File: src/rtl/bist_pkg.sv
// Shared types and LFSR/MISR step functions for the BIST controller.
// The functions work on MAX_W-bit values; callers zero-extend their operands and cast the result back to WIDTH.
package bist_pkg;

    localparam int MAX_W = 32;

    typedef enum logic [2:0] {
        S_IDLE,
        S_LOAD,
        S_RUN,
        S_CHECK,
        S_DONE
    } bist_state_t;

    // Shift left by one and insert the parity of the tapped bits as the new LSB.
    function automatic logic [MAX_W-1:0] lfsr_next(input logic [MAX_W-1:0] state,
                                                   input logic [MAX_W-1:0] taps);
        return {state[MAX_W-2:0], ^(state & taps)};
    endfunction

    function automatic logic [MAX_W-1:0] misr_next(input logic [MAX_W-1:0] state,
                                                   input logic [MAX_W-1:0] taps,
                                                   input logic [MAX_W-1:0] resp);
        return lfsr_next(state, taps) ^ resp;
    endfunction

endpackage

File: src/rtl/lfsr_gen.sv
// Fibonacci-style pattern LFSR with a synchronous load and a step enable.
// Load takes priority over enable.
module lfsr_gen
    import bist_pkg::*;
#(
    parameter int               WIDTH     = 4,
    parameter logic [WIDTH-1:0] TAPS      = 4'b1100,
    parameter logic [WIDTH-1:0] RESET_VAL = 4'h1
) (
    input  logic             clk,
    input  logic             reset,
    input  logic             load,
    input  logic [WIDTH-1:0] load_val,
    input  logic             en,
    output logic [WIDTH-1:0] state
);

    logic [WIDTH-1:0] state_q;

    always_ff @(posedge clk or posedge reset) begin
        if (reset) begin
            state_q <= RESET_VAL;
        end else if (load) begin
            state_q <= load_val;
        end else if (en) begin
            state_q <= WIDTH'(lfsr_next(MAX_W'(state_q), MAX_W'(TAPS)));
        end
    end

    assign state = state_q;

endmodule

File: src/rtl/lfsr_bist_ctrl.sv
// BIST controller: seeds the pattern LFSR, applies NUM_PATTERNS patterns to a combinational CUT,
// compacts the responses in a MISR and compares the final signature against GOLDEN.
module lfsr_bist_ctrl
    import bist_pkg::*;
#(
    parameter int               WIDTH        = 4,
    parameter logic [WIDTH-1:0] TAPS         = 4'b1100,
    parameter logic [WIDTH-1:0] SEED         = 4'h1,
    parameter int               NUM_PATTERNS = 15,
    parameter logic [WIDTH-1:0] GOLDEN       = 4'h0
) (
    input  logic             clk,
    input  logic             reset,
    input  logic             start,
    input  logic             abort,
    input  logic             ext_seed_en,
    input  logic [WIDTH-1:0] seed_in,
    input  logic [WIDTH-1:0] cut_resp,
    output logic [WIDTH-1:0] pattern,
    output logic             pattern_valid,
    output logic [WIDTH-1:0] signature,
    output logic             busy,
    output logic             done,
    output logic             pass,
    output bist_state_t      state
);

    localparam int CW = $clog2(NUM_PATTERNS + 1);

    bist_state_t      state_q, state_d;
    logic             ext_sel_q;
    logic [WIDTH-1:0] misr_q;
    logic [WIDTH-1:0] misr_nx;
    logic [CW-1:0]    cnt_q;
    logic             pass_q;
    logic [WIDTH-1:0] lfsr;
    logic [WIDTH-1:0] seed_pick;
    logic [WIDTH-1:0] load_val;
    logic             lfsr_load;
    logic             lfsr_en;
    logic             last;

    // An all-zero seed would lock the LFSR, so it falls back to SEED.
    assign seed_pick = ext_sel_q ? seed_in : SEED;
    assign load_val  = (seed_pick == '0) ? SEED : seed_pick;
    assign last      = (cnt_q == CW'(NUM_PATTERNS - 1));
    assign misr_nx   = WIDTH'(misr_next(MAX_W'(misr_q), MAX_W'(TAPS), MAX_W'(cut_resp)));

    lfsr_gen #(
        .WIDTH    (WIDTH),
        .TAPS     (TAPS),
        .RESET_VAL(SEED)
    ) u_gen (
        .clk     (clk),
        .reset   (reset),
        .load    (lfsr_load),
        .load_val(load_val),
        .en      (lfsr_en),
        .state   (lfsr)
    );

    always_comb begin
        state_d   = state_q;
        lfsr_load = 1'b0;
        lfsr_en   = 1'b0;
        unique case (state_q)
            S_IDLE:  if (start) state_d = S_LOAD;
            S_LOAD: begin
                if (abort) begin
                    state_d = S_IDLE;
                end else begin
                    lfsr_load = 1'b1;
                    state_d   = S_RUN;
                end
            end
            S_RUN: begin
                // Abort outranks the final step, leaving LFSR/MISR at their partial values.
                if (abort) begin
                    state_d = S_IDLE;
                end else begin
                    lfsr_en = 1'b1;
                    if (last) state_d = S_CHECK;
                end
            end
            S_CHECK: state_d = S_DONE;
            S_DONE:  if (start) state_d = S_LOAD;
            default: state_d = S_IDLE;
        endcase
    end

    always_ff @(posedge clk or posedge reset) begin
        if (reset) begin
            state_q   <= S_IDLE;
            ext_sel_q <= 1'b0;
            misr_q    <= '0;
            cnt_q     <= '0;
            pass_q    <= 1'b0;
        end else begin
            state_q <= state_d;
            if ((state_q == S_IDLE || state_q == S_DONE) && start) begin
                ext_sel_q <= ext_seed_en;
            end
            case (state_q)
                S_LOAD: begin
                    pass_q <= 1'b0;
                    if (!abort) begin
                        misr_q <= '0;
                        cnt_q  <= '0;
                    end
                end
                S_RUN: begin
                    if (abort) begin
                        pass_q <= 1'b0;
                    end else begin
                        misr_q <= misr_nx;
                        cnt_q  <= cnt_q + CW'(1);
                    end
                end
                S_CHECK: pass_q <= (misr_q == GOLDEN);
                default: ;
            endcase
        end
    end

    // pattern_valid qualifies pattern for exactly one cycle per pattern; there is no ready, the CUT
    // is combinational and cut_resp is sampled at the edge that ends every valid cycle.
    assign pattern       = lfsr;
    assign pattern_valid = (state_q == S_RUN);
    assign signature     = misr_q;
    assign busy          = (state_q == S_LOAD) || (state_q == S_RUN) || (state_q == S_CHECK);
    assign done          = (state_q == S_DONE);
    assign pass          = pass_q;
    assign state         = state_q;

endmodule

File: config.mk
export PLATFORM = sky130hd
export DESIGN_NAME = lfsr_bist_ctrl
export DESIGN_NICKNAME = d
export VERILOG_FILES = /design/src/rtl/bist_pkg.sv /design/src/rtl/lfsr_gen.sv /design/src/rtl/lfsr_bist_ctrl.sv
export SDC_FILE = /design/constraint.sdc
export NUM_CORES = 1
export LEC_CHECK = 0
export ABC_AREA = 1
export CELL_PAD_IN_SITES_DETAIL_PLACEMENT = 0
export CELL_PAD_IN_SITES_GLOBAL_PLACEMENT = 1
export CORE_MARGIN = 5
export CORE_UTILIZATION = 35
export DETAILED_ROUTE_END_ITERATION = 16
export PLACE_DENSITY_LB_ADDON = 0.15
export REMOVE_ABC_BUFFERS = 1
export SETUP_SLACK_MARGIN = 0.15
export SYNTH_ARGS = -nofsm -noshare
export SYNTH_HDL_FRONTEND = slang
export SYNTH_SLANG_ARGS = --single-unit
File: constraint.sdc
create_clock -name clk -period 3.1 [get_ports clk]
set_input_delay 0.31 -clock clk [delete_from_list [all_inputs] [get_ports clk]]
set_output_delay 0.31 -clock clk [all_outputs]
set_load 0.02 [all_outputs]
==> tab_implementation.tex <==
\begin{tabular}{lr}
\hline
Metric & Value \\
\hline
\multicolumn{2}{l}{\textbf{Placed design}} \\
Final HPWL from detailed placement & $\sim$1700 µm \\
Count of buffers inserted at the top-level ports & 27 \\
Last weighted congestion value of the routability-driven placer & roughly 0.7 \\
Post-place setup slack & 1.36 ns \\
\multicolumn{2}{l}{\textbf{Final layout}} \\
Most common cell after layout, fill and taps aside & nand2\_1 \\
P\&R area growth vs syn & 33.7\% \\
Highest-count cells in the layout ignoring fill and taps & nand2\_1 (42), clkdlybuf4s50\_1 (27), inv\_1 (16), dfrtp\_1 (16) \\
Antenna Cells & 0 \\
Fraction of final layout cells sized beyond drive strength 1 & 7.79\% \\
Net count of the finished layout & between 150 and 200 \\
Filler cells & 286 \\
\multicolumn{2}{l}{\textbf{Route}} \\
Final Routed Wirelength & 2240 µm \\
Via total after detailed routing & $\sim$870 \\
Number of violations reported at the end of detailed-routing iteration 0 & 60 \\
Antenna viol nets, final & 0 \\
Mean routed wirelength per cell & 12.1 µm \\
Post-DR vias/cell & 4.69 \\
Iteration count of the initial detailed-routing pass & 4 \\
Count of unresolved DRC violations after routing & 0 \\
\multicolumn{2}{l}{\textbf{Global routing}} \\
First-pass GRT wire length & roughly 3800 µm \\
Via count of the first global-routing pass & $\sim$870 \\
Remaining global-route overflow & 0 \\
Total routing usage reported by global routing & between 10\% and 20\% \\
Pin count of the biggest net entering global routing & 18 \\
Initial antenna violation count & 0 \\
\multicolumn{2}{l}{\textbf{Clocking}} \\
H-Tree Level Count & 1 \\
Clock tree from TritonCTS & done \\
Clk\_lat worst skew & around 0.31 ns \\
Num Clock Sinks & 17 \\
Cells resized by post-CTS repair & 0 \\
Post-CTS repair timing setup buffer count & 0 \\
Clock transition at the registers of the reported paths & between 0.1 and 0.15 ns \\
Clk Tree Root Cell & clkbuf\_4 \\
Maximum number of buffers from clock root to sink & 2 \\
Number of buffers created by CTS & 3 \\
\# hold bufs at CTS & 0 \\
\multicolumn{2}{l}{\textbf{Floorplanning}} \\
Die width & about 62 µm \\
Num rows & 19 \\
Core area & 0.00269 mm² \\
Ports & 28 \\
Die ar. & approximately 0.0039 mm² \\
Initial core utilization & 35.8\% \\
Die outline height & between 60 and 70 µm \\
\multicolumn{2}{l}{\textbf{Setup path}} \\
Worst path required time & 2.79 ns \\
Worst-case reg-to-reg path depth & 6 \\
Endpoint kind of the worst setup timing path & output pin \\
Element type at the critical path start & flip-flop \\
Data arrival time of the worst path & 1.77 ns \\
Highest fanout seen on the critical path & 6 \\
Kind of critical path & flip-flop to output pin \\
\multicolumn{2}{l}{\textbf{Pwr}} \\
Max VDD drop & 0.707 mV \\
Pleak & 0.627 nW \\
Power Dens Cells & about 920 mW/mm² \\
\multicolumn{2}{l}{\textbf{Synth}} \\
Count of cell types in the netlist & 20 \\
Sequential element share of the synthesized area & around 44\% \\
Count of synthesis-stage warnings from yosys & 0 \\
Syn Std Cell Area & about 960 µm² \\
Post-synth top area cell & dfrtp\_1 \\
Number of instances in the synthesized netlist & 124 \\
Syn Area/Cell & 7.75 µm² \\
Register bit total from synthesis & 17 \\
Leading post-synthesis cells by cell area & dfrtp\_1 (42\%), nand2\_1 (16\%), inv\_1 (6.3\%) \\
Top cell type's share of synthesized area & 41.7\% \\
\multicolumn{2}{l}{\textbf{STA}} \\
Remaining max-slew budget at the tightest pin & approximately 55\% \\
Final WS setup & slightly above 1 ns \\
Min Clock Period, post-route & 2.08 ns \\
Period utilisation layout & 67.0\% \\
Unrepaired setup endpoints after global routing & no \\
Final-layout worst hold slack & 0.393 ns \\
Final worst clock skew & 0.0136 ns \\
Max-slew violation total from the final report & 0 \\
Final number of hold-violating endpoints & 0 \\
Max Fclk & 482 MHz \\
Worst-Margin Slew & 0.672 ns \\
Final setup violation count & 0 \\
Setup TNS & 0 ns \\
\multicolumn{2}{l}{\textbf{Flow run}} \\
Max cap viols & 0 \\
\multicolumn{2}{l}{\textbf{Hold path}} \\
Type of the worst min-delay path & primary input to asynchronous set/reset pin \\
\multicolumn{2}{l}{\textbf{Run status}} \\
Outcome & finished clean \\
\hline
\end{tabular}
-- sequential cells by signal, summed over array words and instances (netlist names) --
name         cells
ext_sel_q        1
pass             1
state            3
cnt_q            4
u_gen.state      4
signature        4
-- path summary, 6_finish.rpt --
path | start | end | slack (ns)
worst max-delay path | state[1]$_DFFE_PP0P_ | done | 1.02
worst max register to register | state[0]$_DFFE_PP0P_ | cnt_q[2]$_DFFE_PP0P_ | 1.75
max in group asynchronous | reset | signature[1]$_DFFE_PP0P_ | 2.27
worst min register to register | u_gen.state[0]$_DFFE_PP1P_ | u_gen.state[0]$_DFFE_PP1P_ | 0.49
worst min-delay path | reset | u_gen.state[1]$_DFFE_PP0P_ | 0.39
min in group clk | u_gen.state[0]$_DFFE_PP1P_ | u_gen.state[0]$_DFFE_PP1P_ | 0.49
-- cell type report --
| type | instances | area [µm²] | area share, % |
|---|---|---|---|
| sequential | 17 | 427 | 33.2 |
| inverter | 19 | 71.3 | 5.55 |
| clock buffer | 4 | 26.3 | 2.04 |
| multi-input combinational | 87 | 452 | 35.2 |
| timing repair buffer | 27 | 270 | 21.0 |
| tap | 31 | 38.8 | 3.02 |
-- Yosys cell counts, drive strengths merged --
| cell type | n |
|---|---|
| nand2 | 43 |
| inv | 19 |
| dfrtp | 16 |
| nor2 | 12 |
| nand3 | 11 |
| xnor2 | 5 |
| o21ai | 4 |
| ha | 3 |
| o22ai | 3 |
| a21oi | 2 |
| nand4 | 2 |
| buf | 1 |
| dfstp | 1 |
| or2 | 1 |
| xor2 | 1 |
-- metrics by stage --
step | cell area (µm²) | util [%] | instances | total power [W]
finish | 1280 | 47.8 | 185 | 0.00118
global route | 1280 | 47.8 | 185 | 0.00129
floorplan | 950 | - | 123 | 0.000798
detailed placement | 1260 | 46.9 | 181 | 0.00107
global placement | 1260 | 46.9 | 181 | 0.00106
CTS | 1280 | 47.8 | 185 | 0.00120
-- cell families after synthesis --
family          Yosys count  share of synthesized area (%)
flops                    17                           44.4
compound gates            9                           5.08
fa+ha+maj                 3                           3.91
xor+xnor                  6                           5.47
simple gates             69                           32.6
buf+inv                  20                           8.59
-- layer usage --
layer  vias up  share of wire (%)  global-route usage (%)
li1        446                  -                       -
met2        17                 50                    20.1
met1       400                 44                    15.0
met5         -                  0                       0
met3         5                3.4                    2.52
met4         0                2.1                    6.37
-- critical path, cell delays in order, from the launching register on --
cell and delay [ns]:
dfrtp_1 0.49, nor2_2 0.20, inv_1 0.08, nor2_1 0.09, clkdlybuf4s50_1 0.60
-- where the power goes --
part	total, W	leakage [nW]	internal [W]	switching (W)
clock	0.000129	0.0150	0.0000502	0.0000785
combinational	0.000665	0.389	0.000282	0.000382
sequential	0.000391	0.223	0.000304	0.0000873
total	0.00118	0.627	0.000636	0.000548
Power figures use the tool's default switching activity.
